===== src/rtl/lotr_pkg.sv =====
// Shared constants, FSM state type and screen-address helper for the VGA text engine.
package lotr_pkg;

    localparam int VGA_WORDS_PER_ROW = 80;
    localparam int VGA_ROW_GROUPS    = 120;
    localparam int VGA_TEXT_COLS     = 80;
    localparam int VGA_TEXT_ROWS     = 60;
    localparam int WORD_IDX_W        = 14;

    typedef enum logic [2:0] {
        IDLE,
        RD0,
        WR0,
        RD1,
        WR1,
        CLR
    } t_vga_chr_state;

    // A text row spans two row-groups; half selects glyph lines 0-3 or 4-7.
    function automatic logic [WORD_IDX_W-1:0] char_word(
        input logic [6:0] x,
        input logic [5:0] y,
        input logic       half
    );
        logic [WORD_IDX_W-1:0] grp;
        grp = {7'd0, y, half};
        return WORD_IDX_W'(grp * WORD_IDX_W'(VGA_WORDS_PER_ROW)) + {7'd0, x};
    endfunction

endpackage


===== src/rtl/vga_font_rom.sv =====
// 256x32 synchronous glyph ROM: address {code,half}, byte b holds glyph line 4*half+b.
// Glyph lines are generated procedurally: line r = {code,0} ^ (8'h80 >> r).
module vga_font_rom (
    input  logic        clk,
    input  logic [7:0]  addr,
    output logic [31:0] data
);

    function automatic logic [31:0] glyph_word(input logic [7:0] a);
        logic [31:0] w;
        logic [2:0]  r;
        w = '0;
        for (int b = 0; b < 4; b++) begin
            r = {a[0], 2'(b)};
            w[8*b +: 8] = {a[7:1], 1'b0} ^ (8'h80 >> r);
        end
        return w;
    endfunction

    always_ff @(posedge clk) begin
        data <= glyph_word(addr);
    end

endmodule


===== src/rtl/vga_char_writer.sv =====
// Text engine: renders 8x8 glyphs and screen clears into VGA memory words and
// merges them behind core writes onto the single vga_ctrl write port.
module vga_char_writer
    import lotr_pkg::*;
#(
    parameter logic [31:0] VGA_BASE_ADDR = 32'h0000_0000,
    parameter int          CLR_WORDS     = 9600
) (
    input  logic        QClk,
    input  logic        Reset,
    input  logic        CharReqValid,
    output logic        CharReqReady,
    input  logic [6:0]  CharX,
    input  logic [5:0]  CharY,
    input  logic [6:0]  CharCode,
    input  logic        CharInv,
    input  logic        ClrReqValid,
    input  logic [31:0] ClrPattern,
    input  logic [31:0] CoreWrData,
    input  logic [31:0] CoreWrAddress,
    input  logic [3:0]  CoreWrByteEn,
    input  logic        CoreWrEn,
    output logic [31:0] VgaWrData,
    output logic [31:0] VgaWrAddress,
    output logic [3:0]  VgaWrByteEn,
    output logic        VgaWrEn,
    output logic        Busy,
    output logic        CmdDropped
);

    t_vga_chr_state        state, state_next;
    logic [6:0]            chr_x;
    logic [5:0]            chr_y;
    logic [6:0]            chr_code;
    logic                  chr_inv;
    logic [31:0]           clr_pat;
    logic [WORD_IDX_W-1:0] clr_cnt;
    logic [31:0]           rom_data;
    logic                  eng_en;
    logic [WORD_IDX_W-1:0] eng_word;
    logic [31:0]           eng_data;
    logic                  accept_char, accept_clr, drop;
    logic                  clr_last;

    // ROM address stays fixed through RDn/WRn so stalled writes see stable data.
    vga_font_rom u_font_rom (
        .clk  (QClk),
        .addr ({chr_code, (state == RD1) || (state == WR1)}),
        .data (rom_data)
    );

    assign clr_last = (clr_cnt == WORD_IDX_W'(CLR_WORDS - 1));

    always_comb begin
        state_next  = state;
        eng_en      = 1'b0;
        eng_word    = '0;
        eng_data    = '0;
        accept_char = 1'b0;
        accept_clr  = 1'b0;
        drop        = 1'b0;
        case (state)
            IDLE: begin
                if (ClrReqValid) begin
                    accept_clr = 1'b1;
                    state_next = CLR;
                end else if (CharReqValid) begin
                    if (CharX <= 7'(VGA_TEXT_COLS - 1) && CharY <= 6'(VGA_TEXT_ROWS - 1)) begin
                        accept_char = 1'b1;
                        state_next  = RD0;
                    end else begin
                        drop = 1'b1;
                    end
                end
            end
            RD0: state_next = WR0;
            WR0: begin
                eng_en   = 1'b1;
                eng_word = char_word(chr_x, chr_y, 1'b0);
                eng_data = rom_data ^ {32{chr_inv}};
                if (!CoreWrEn) state_next = RD1;
            end
            RD1: state_next = WR1;
            WR1: begin
                eng_en   = 1'b1;
                eng_word = char_word(chr_x, chr_y, 1'b1);
                eng_data = rom_data ^ {32{chr_inv}};
                if (!CoreWrEn) state_next = IDLE;
            end
            CLR: begin
                eng_en   = 1'b1;
                eng_word = clr_cnt;
                eng_data = clr_pat;
                if (!CoreWrEn && clr_last) state_next = IDLE;
            end
            default: state_next = IDLE;
        endcase
    end

    always_ff @(posedge QClk) begin
        if (Reset) begin
            state      <= IDLE;
            clr_cnt    <= '0;
            CmdDropped <= 1'b0;
        end else begin
            state      <= state_next;
            CmdDropped <= drop;
            if (state == CLR && !CoreWrEn) begin
                clr_cnt <= clr_last ? '0 : clr_cnt + 1'b1;
            end
        end
    end

    // Command payload registers carry no reset; they are only read after a load.
    always_ff @(posedge QClk) begin
        if (accept_char) begin
            chr_x    <= CharX;
            chr_y    <= CharY;
            chr_code <= CharCode;
            chr_inv  <= CharInv;
        end
        if (accept_clr) begin
            clr_pat <= ClrPattern;
        end
    end

    assign CharReqReady = (state == IDLE);
    assign Busy         = (state != IDLE);

    assign VgaWrEn      = CoreWrEn | eng_en;
    assign VgaWrData    = CoreWrEn ? CoreWrData    : eng_data;
    assign VgaWrByteEn  = CoreWrEn ? CoreWrByteEn  : (eng_en ? 4'hF : 4'h0);
    assign VgaWrAddress = CoreWrEn ? CoreWrAddress :
                          (eng_en ? VGA_BASE_ADDR + {18'd0, eng_word, 2'b00} : 32'h0);

endmodule


===== config.mk =====
export PLATFORM = sky130hd
export DESIGN_NAME = vga_char_writer
export DESIGN_NICKNAME = d
export VERILOG_FILES = /design/src/rtl/lotr_pkg.sv /design/src/rtl/vga_font_rom.sv /design/src/rtl/vga_char_writer.sv
export SDC_FILE = /design/constraint.sdc
export NUM_CORES = 1
export LEC_CHECK = 0
export ABC_AREA = 1
export CAP_MARGIN = 20
export CORE_UTILIZATION = 44
export DETAILED_ROUTE_END_ITERATION = 16
export PLACE_DENSITY = 0.81
export RECOVER_POWER = 100
export SLEW_MARGIN = 10
export SYNTH_ARGS = -nofsm -noshare
export SYNTH_HDL_FRONTEND = slang
export SYNTH_SLANG_ARGS = --single-unit

===== constraint.sdc =====
create_clock -name QClk -period 3.82 [get_ports QClk]
set_input_delay 1.146 -clock QClk [delete_from_list [all_inputs] [get_ports QClk]]
set_output_delay 1.146 -clock QClk [all_outputs]
set_load 0.03 [all_outputs]

==> summary.txt, run 1 <==
Timing
  • Clock Skew: slightly below 0.009 ns
  • RSZ-0062 raised after global routing: yes
  • Post-route setup slack: -0.1543 ns
  • Period utilization: 1.040
  • Setup Viol. Count Final: 5
  • Fmax: 251.6 MHz
  • Slew @ Worst Pin: ~0.78 ns
  • Rel. slew slack: 0.4810
  • Hold Vio Cnt, Final: 0
  • Crit path time final: approximately 4.0 ns
  • Setup TNS: -0.6265 ns
  • Slew Viols, Final: 0

Clock network
  • CTS tree: done
  • Clk sinks: 86
  • Worst-path clk slew: about 0.090 ns
  • CTS H-tree depth: 3
  • TritonCTS Buffers: 9
  • Hold_buf cts: 0
  • Clock latency on the worst-skew pair: between 0.3 and 0.4 ns
  • Clock buffer depth: 2
  • CTS root buf: clkbuf_8

Power and ir drop
  • Maximum vdd drop: slightly above 300 uV
  • PwrDens: between 400 and 500 nW/um^2
  • Leak pwr: between 3 and 4 nW

Floorplan
  • Ports placed on the boundary: between 150 and 200
  • Core area: about 11000 sq um
  • DIE HEIGHT: roughly 110 microns
  • Die area: between 10000 and 15000 sq um
  • Initial Util: 0.4513
  • Die span in x: 107.4 microns
  • Num rows: 38

Critical path
  • Reg2reg path depth: 6
  • Worst Setup SP: chr_y[0]
  • WS Path Type: reg2out
  • Critical Path RT: about 2.7 ns
  • Critical R2R Capture: chr_x[3]
  • RR Startpoint: state[0]
  • Arr. time, crit path: between 2 and 3 ns
  • R2R setup slack: 1.78 ns
  • Element type at the critical path end: output port
  • Critical Path Source Type: flip-flop
  • Crit Path Max Fanout: 3

Yosys
  • #FFs+latches synth: 86
  • Post-synthesis sequential area ratio: 0.4604
  • Synth Area per Inst: 8.100 sq um
  • Synth Instances: between 600 and 700
  • Syn. warnings: 0
  • Mapped Nets: 748
  • Mapped cell area: 4892 sq um
  • FFs w/ async S/R, synth: 0
  • Post-synth EDFFs: 53
  • Unique masters post-synth: between 40 and 50
  • Prevailing post-synth register cell: edfxtp_1

Global route
  • Tot GR Track Use: 0.2441
  • Initial antenna violation count: 0
  • First-pass GRT wire length: approximately 22 mm
  • Vias in the first global route: ~4800
  • Largest net degree at the start of global routing: 38
  • Total gr overflow: 0

Route
  • Vias after detailed routing: slightly below 5000
  • Antenna Nets Post-Route: 0
  • Routed WL per cell: roughly 14 microns
  • Drt via density: 5.017
  • Pre-antenna DRT Iters: 5
  • DR iter-0 viols: 350
  • Final wirelength: 14.01 mm
  • Post-route DRC: 0

Final layout
  • Sequential Area: 2252 sq um
  • Area of the multi-input gates: approximately 2400 sq um
  • Most common cell after layout, fill and taps aside: nand2_1
  • Fraction of layout cells with a size suffix above 1: 0.1966
  • Post-route cell area: approximately 7500 sq um
  • ANT cells: 0
  • Layout area overhead: 53.09%
  • Final nets: around 1000
  • Filler instances: ~810
  • Commonest cells after routing, fill and taps aside: nand2_1 (204), clkdlybuf4s50_1 (142), buf_4 (78), inv_1 (60), nand3_1 (58)

Hold path
  • Hold wc startpoint: chr_code[2]
  • Worst Hold End: u_font_rom.data[27]
  • Hold path depth: 0
  • Min-delay worst type: reg2reg

Placement
  • Hpwl dp: between 10 and 15 mm
  • RD Place Congestion: 0.8544
  • Input/output buffers: approximately 200
  • DP Area: 7034 sq um

Job
  • Maxcap violations: 0

Status
  • Failing checks: negative setup slack
  • Outcome: finished with violations
-- logic make-up (layout without fill, tap and decap cells) --
group / after synthesis / in the layout / synth area share
flip-flops: 86 / 86 / 0.4604
buffers and inverters: 83 / 313 / 0.07033
AO/OA/AOI/OAI: 55 / 55 / 0.06906
XOR/XNOR: 23 / 23 / 0.04118
AND/OR/NAND/NOR: 339 / 339 / 0.3054
adder cells (fa/ha/maj): 18 / 18 / 0.05371
-- routing by layer --
metal  vias to the layer above  global-route usage  wire length (microns)
li1                       2419                   -                      -
met1                      2211              0.2805                   5356
met2                       219              0.4235                   7230
met3                        38             0.04903                    976
met4                         0              0.1370                    445
met5                         -                   0                      0
-- how the worst max path moves through the flow --
| stage | endpoint | cells after the start | slack, ns |
|---|---|---|---|
| after floorplan | VgaWrAddress[15] | 15 | 0.17 |
| after global placement | VgaWrAddress[12] | 14 | 0.04 |
| after detailed placement | VgaWrAddress[12] | 14 | -0.08 |
| after CTS | VgaWrAddress[13] | 17 | -0.19 |
| after global routing | VgaWrAddress[13] | 17 | -0.37 |
| final | VgaWrAddress[13] | 17 | -0.15 |
-- flip-flops by register name, summed over array words and instances (netlist names) --
name / flops
chr_y: 6
chr_x: 7
CmdDropped: 1
state: 3
u_font_rom.data: 15
clr_pat: 32
chr_code: 7
clr_cnt: 14
chr_inv: 1
-- Yosys cell counts (2+ instances only) --
cell type	number	area share
nand2_2	9	0.012
nor3_1	6	0.0061
inv_1	61	0.047
nor2_1	34	0.026
nand3_1	60	0.061
buf_2	7	0.0072
o21ai_1	3	0.0031
o21ai_0	14	0.014
dfxtp_1	33	0.14
xnor2_1	12	0.021
or2_2	2	0.0026
inv_2	4	0.0031
fa_1	5	0.020
nor2_4	3	0.0069
o211ai_1	11	0.017
nor2_2	3	0.0038
a21oi_1	16	0.016
nor3_2	2	0.0041
ha_1	13	0.033
nand4_1	3	0.0038
edfxtp_1	53	0.33
a221oi_1	2	0.0036
clkbuf_1	7	0.0054
nand3_2	2	0.0041
nor3b_1	2	0.0031
o21a_1	2	0.0031
nand2_1	210	0.16
xor2_1	11	0.020
-- power breakdown --
| group | internal [mW] | switching (mW) | total, mW | leakage [nW] |
|---|---|---|---|---|
| clock network | 0.371 | 0.343 | 0.714 | 0.104 |
| logic | 0.630 | 0.925 | 1.56 | 2.42 |
| registers | 1.18 | 0.0804 | 1.26 | 0.764 |
| total | 2.18 | 1.35 | 3.53 | 3.29 |
-- critical path: stages (launching register included) --
cell      delay (ns)
edfxtp_1        0.44
ha_4            0.28
ha_4            0.16
fa_1            0.52
buf_6           0.13
nand2_4         0.04
nor2_2          0.07
nand2_1         0.07
nand2_2         0.11
nand2_4         0.06
nor2_4          0.09
nor2_1          0.05
nor2_1          0.08
nand2_1         0.06
nand2_1         0.05
nand2_1         0.05
nand2_1         0.08
buf_6           0.13
-- what timing repair did --
action,4_1_cts,5_1_grt
endpoints found under the hold margin,0,0
resized for setup,22,24
setup buffers,7,4
setup endpoints to repair,5,7
gates cloned,0,0
pin swaps,8,14
-- metrics by stage --
step	setup WS (ns)	instances	total power, mW	hold slack [ns]	util
CTS	-0.1894	970	3.487	0.4133	0.6806
global route	-0.3697	974	3.724	0.4272	0.6909
detailed placement	-0.07884	947	2.733	0.3821	0.6489
floorplan	0.1710	604	2.144	0.3677	-
global placement	0.03659	947	2.706	0.3866	0.6489
finish	-0.1543	974	3.533	0.4104	0.6909
-- layout make-up --
cell class | instances | share of cell area
Clock buffer | 9 | 0.01654
Sequential cell | 86 | 0.3007
Multi-Input combinational cell | 435 | 0.3249
Clock inverter | 7 | 0.01286
Tap cell | 140 | 0.02339
Timing Repair Buffer | 231 | 0.2883
Inverter | 66 | 0.03324
Note: power is estimated with default switching activity, not from simulation.
==> run 2, diff against run 1 <==
--- a/config.mk
+++ b/config.mk
@@ -11,6 +11,7 @@
 export DETAILED_ROUTE_END_ITERATION = 16
 export PLACE_DENSITY = 0.81
 export RECOVER_POWER = 100
+export SKIP_CTS_REPAIR_TIMING = 1
 export SLEW_MARGIN = 10
 export SYNTH_ARGS = -nofsm -noshare
 export SYNTH_HDL_FRONTEND = slang
==> summary.txt, run 2 (same netlist as run 1, synthesis figures left out) <==
Status
  • Outcome: finished with violations
  • Failing checks: negative setup slack

Route
  • Post-route DRC: 0
  • Antenna Nets Post-Route: 0
  • Top sig layer: met4
  • DR iter-0 viols: 294
  • Final wirelength: 13.84 mm
  • DR WL met3: ~1 mm
  • Met2 wire length: roughly 7 mm
  • Pre-antenna DRT Iters: 5
  • WL met1: slightly above 5 mm
  • Vias after detailed routing: between 4000 and 5000
  • Drt via density: roughly 5
  • Routed WL per cell: between 10 and 15 microns

Power and ir drop
  • PwrDens: between 400 and 500 nW/um^2
  • Leak pwr: between 3 and 4 nW
  • Maximum vdd drop: approximately 310 uV
  • Total power: ~3.5 mW

Timing
  • Hold Vio Cnt, Final: 0
  • Slew Viols, Final: 0
  • RSZ-0062 raised after global routing: yes
  • Period utilization: 1.083
  • Post-route setup slack: -0.3175 ns
  • Clock Skew: 0.01030 ns
  • Slew @ Worst Pin: between 0.7 and 0.8 ns
  • Setup Viol. Count Final: 5
  • Rel. slew slack: 0.4811
  • Fmax: between 200 and 250 MHz
  • Setup TNS: -1.175 ns
  • Crit path time final: slightly above 4 ns

Final layout
  • ANT cells: 0
  • Area of the multi-input gates: around 2500 sq um
  • Fin util: 0.6919
  • Fraction of layout cells with a size suffix above 1: 0.1937
  • Most common cell after layout, fill and taps aside: nand2_1
  • Reg with most FFs: clr_pat
  • Filler instances: 807
  • Commonest cells after routing, fill and taps aside: nand2_1 (203), clkdlybuf4s50_1 (142), buf_4 (76), inv_1 (59), nand3_1 (58)
  • Final nets: 970
  • Max reg flops: 32
  • Biggest regs: clr_pat: 32 flops, u_font_rom.data: 15 flops, clr_cnt: 14 flops
  • Layout area overhead: 53.32%
  • Sequential Area: 2252 sq um

Critical path
  • Slowest cell on crit path: fa_2
  • Crit path largest cell delay: about 0.59 ns
  • Element type at the critical path end: output port
  • Arr. time, crit path: approximately 3 ns
  • Critical Path Source Type: flip-flop
  • Most used cell, CP: nand2_1
  • Crit-path cells: ha_4 > ha_4 > fa_2 > buf_6 > nand2_4 > nor2_2 > nand2_1 > nand2_2 > nand2_4 > nor2_4 > nor2_1 > nor2_1 > nand2_1 > nand2_1 > nand2_1 > nand2_1 > buf_6
  • WS Path Type: reg2out
  • Critical Path RT: roughly 2.7 ns
  • Crit Path Max Fanout: 4

Floorplan
  • Die area: between 10000 and 15000 sq um
  • DIE HEIGHT: between 100 and 150 microns
  • Ports placed on the boundary: 198
  • Num rows: 38
  • Initial Util: 0.4513
  • Die span in x: 107.4 microns
  • Core area: 10840 sq um

Global route
  • Total gr overflow: 0
  • Largest net degree at the start of global routing: 38
  • Tot GR Track Use: 0.2393
  • Vias in the first global route: 4756
  • Initial antenna violation count: 0
  • First-pass GRT wire length: 21.58 mm

Clock network
  • TritonCTS Buffers: 9
  • Worst-path clk slew: approximately 0.08 ns
  • CTS H-tree depth: 3
  • CTS root buf: clkbuf_8
  • Clock buffer depth: 2
  • CTS tree: done
  • Clk sinks: 86
  • Clock latency on the worst-skew pair: between 0.3 and 0.4 ns

Placement
  • RD Place Congestion: ~0.85
  • Hpwl dp: between 10 and 15 mm
  • DP Worst Slack: -0.07884 ns
  • Input/output buffers: 197

Job
  • Maxcap violations: 0

Hold path
  • Min-delay worst type: reg2reg
## run 2: cell type report
cell class / instances / share of cell area
timing repair buffer: 228 / 0.2844
multi-input combinational: 435 / 0.3294
tap: 140 / 0.02335
inverter: 66 / 0.03319
sequential: 86 / 0.3003
clock buffer: 9 / 0.01651
clock inverter: 7 / 0.01284
## run 2: through the flow
stage / area, sq um / hold WS, ns / cells
after floorplan: 4892 / 0.3677 / 604
after global placement: 7034 / 0.3866 / 947
after detailed placement: 7034 / 0.3821 / 947
after CTS: 7254 / 0.4133 / 963
after global routing: 7501 / 0.4272 / 971
final: 7501 / 0.4104 / 971
## run 2: report_power, final
part	leakage, nW	switching (mW)	internal [mW]	total (mW)
combinational	2.41	0.926	0.629	1.56
clock	0.104	0.342	0.371	0.712
sequential	0.764	0.0805	1.18	1.26
## run 2: routing by layer
metal | vias to the layer above | track usage
li1 | 2416 | -
met4 | 0 | 0.1399
met3 | 42 | 0.04964
met2 | 230 | 0.4120
met1 | 2202 | 0.2743
met5 | - | 0
## run 2: worst max-delay path: cells and delay by family (launching register included)
| family | cells | cell delay [ns] |
|---|---|---|
| flops | 1 | 0.45 |
| buf+inv | 2 | 0.25 |
| fa+ha+maj | 3 | 1.04 |
| simple gates | 12 | 0.88 |
## run 2: worst paths after layout
kind / startpoint / endpoint / slack (ns) / cells after the start
worst min register to register: chr_code[2] / u_font_rom.data[27] / 0.41 / 0
worst max-delay path: chr_y[2] / VgaWrAddress[13] / -0.32 / 17
worst max register to register: state[0] / chr_x[3] / 1.78 / 6
worst min-delay path: chr_code[2] / u_font_rom.data[27] / 0.41 / 0
==> run 3, diff against run 2 <==
--- a/config.mk
+++ b/config.mk
@@ -6,10 +6,11 @@
 export NUM_CORES = 1
 export LEC_CHECK = 0
 export ABC_AREA = 1
+export ABC_CLOCK_PERIOD_IN_PS = 3400
 export CAP_MARGIN = 20
-export CORE_UTILIZATION = 44
+export CORE_UTILIZATION = 40
 export DETAILED_ROUTE_END_ITERATION = 16
-export PLACE_DENSITY = 0.81
+export PLACE_DENSITY = 0.78
 export RECOVER_POWER = 100
 export SKIP_CTS_REPAIR_TIMING = 1
 export SLEW_MARGIN = 10
==> constraint.sdc (replaced) <==
create_clock -name QClk -period 3.4 [get_ports QClk]
set_input_delay 1.02 -clock QClk [delete_from_list [all_inputs] [get_ports QClk]]
set_output_delay 1.02 -clock QClk [all_outputs]
set_load 0.03 [all_outputs]
==> summary.txt, run 3 (same netlist as run 1, synthesis figures left out) <==
Clock network
  • CTS root buf: clkbuf_16
  • Clk sinks: 86
  • CTS tree: done
  • CTS H-tree depth: 3
  • Worst-path clk slew: around 0.060 ns
  • Clock latency on the worst-skew pair: 0.34 ns
  • TritonCTS Buffers: 9
  • Clock buffer depth: 2

Timing
  • Hold Vio Cnt, Final: 0
  • Post-route setup slack: -0.4119 ns
  • Setup TNS: -5.936 ns
  • Slew @ Worst Pin: roughly 0.90 ns
  • RSZ-0062 raised after global routing: yes
  • Period utilization: 1.121
  • Clock Skew: ~0.0076 ns
  • Slew Viols, Final: 0
  • Fmax: 262.3 MHz
  • Rel. slew slack: 0.4000
  • Crit path time final: about 3.8 ns
  • Setup Viol. Count Final: 38

Global route
  • Tot GR Track Use: 0.2203
  • Vias in the first global route: approximately 4500
  • Largest net degree at the start of global routing: 36
  • Initial antenna violation count: 1
  • Total gr overflow: 0
  • First-pass GRT wire length: 21.85 mm

Hold path
  • Min-delay worst type: reg2reg

Status
  • Outcome: finished with violations
  • Failing checks: negative setup slack

Floorplan
  • Num rows: 40
  • Core area: roughly 12000 sq um
  • Die span in x: 112.6 microns
  • Initial Util: 0.4090
  • Die area: 12680 sq um
  • Ports placed on the boundary: 198
  • DIE HEIGHT: 112.6 microns

Final layout
  • Final nets: between 900 and 1000
  • Filler instances: 1025
  • Area of the multi-input gates: 2445 sq um
  • Fraction of layout cells with a size suffix above 1: 0.1616
  • Layout area overhead: 49.31%
  • Most common cell after layout, fill and taps aside: nand2_1
  • Max reg flops: 32
  • Reg with most FFs: clr_pat
  • Biggest regs: clr_pat: 32 flops, u_font_rom.data: 15 flops, clr_cnt: 14 flops
  • Sequential Area: 2252 sq um
  • Post-route cell area: approximately 7300 sq um
  • Commonest cells after routing, fill and taps aside: nand2_1 (205), clkdlybuf4s50_1 (69), inv_1 (61), nand3_1 (58), dlygate4sd3_1 (58)

Placement
  • Hpwl dp: ~11 mm
  • RD Place Congestion: 0.9193
  • Input/output buffers: between 150 and 200
  • DP Area: 6998 sq um

Route
  • Antenna Nets Post-Route: 0
  • Drt via density: about 5.0
  • Post-route DRC: 0
  • Routed WL per cell: 15.05 microns
  • DR iter-0 viols: between 400 and 500
  • Pre-antenna DRT Iters: 5
  • Final wirelength: ~15 mm
  • Vias after detailed routing: ~4900

Critical path
  • Arr. time, crit path: ~2.8 ns
  • WS Path Type: reg2out
  • Critical Path Source Type: flip-flop
  • Crit Path Max Fanout: 3
  • Element type at the critical path end: output port
  • Critical Path RT: 2.38 ns

Power and ir drop
  • Leak pwr: 3.186 nW
  • PwrDens: 543.1 nW/um^2
  • Maximum vdd drop: between 600 and 700 uV

Job
  • Maxcap violations: 0
[run 3: worst paths after layout]
path,from,end,slack [ns],cells past startpoint
max reg2reg,state[2],clr_cnt[13],0.85,11
max,chr_y[2],VgaWrAddress[13],-0.41,16
min reg2reg,chr_code[0],u_font_rom.data[25],0.39,0
min,chr_code[0],u_font_rom.data[25],0.39,0
[run 3: layer usage]
metal	GRT usage	routed length (microns)
met2	0.3774	7223
met5	0	0
met4	0.09067	291
met3	0.03726	986
met1	0.2752	6114
[run 3: layout make-up]
class                   instances  area share
flip-flops and latches         86      0.3083
diodes                          1   0.0003426
clock inverters                 5    0.004796
repair buffers                220      0.2592
multi-input cells             435      0.3347
clock buffers                  11     0.03323
well taps                     147     0.02518
inverters                      66     0.03426
[run 3: through the flow]
stage / util / hold slack (ns) / instances / power [mW] / setup slack, ns
floorplan: - / 0.3677 / 604 / 2.414 / 0.02293
global placement: 0.5850 / 0.3714 / 951 / 3.018 / -0.04374
detailed placement: 0.5850 / 0.3759 / 951 / 3.061 / -0.07608
CTS: 0.6083 / 0.3907 / 967 / 3.973 / -0.4362
global route: 0.6107 / 0.3934 / 971 / 4.158 / -0.6408
finish: 0.6107 / 0.3886 / 971 / 3.967 / -0.4119
[run 3: power by group]
part | switching, mW | total [mW] | internal (mW)
Clock | 0.405 | 0.921 | 0.516
Sequential | 0.0906 | 1.42 | 1.33
Combinational | 1.02 | 1.62 | 0.599
[run 3: worst max-delay path, cell delays in order (launching register included)]
cell	delay (ns)
edfxtp_1	0.42
ha_4	0.28
ha_4	0.16
fa_1	0.55
nand2_1	0.09
nor2_1	0.11
nand2_1	0.08
nand2_2	0.08
nand2_2	0.07
nor2_4	0.12
nor2_1	0.05
nor2_1	0.09
nand2_1	0.07
nand2_1	0.06
nand2_1	0.06
nand2_2	0.06
buf_6	0.12
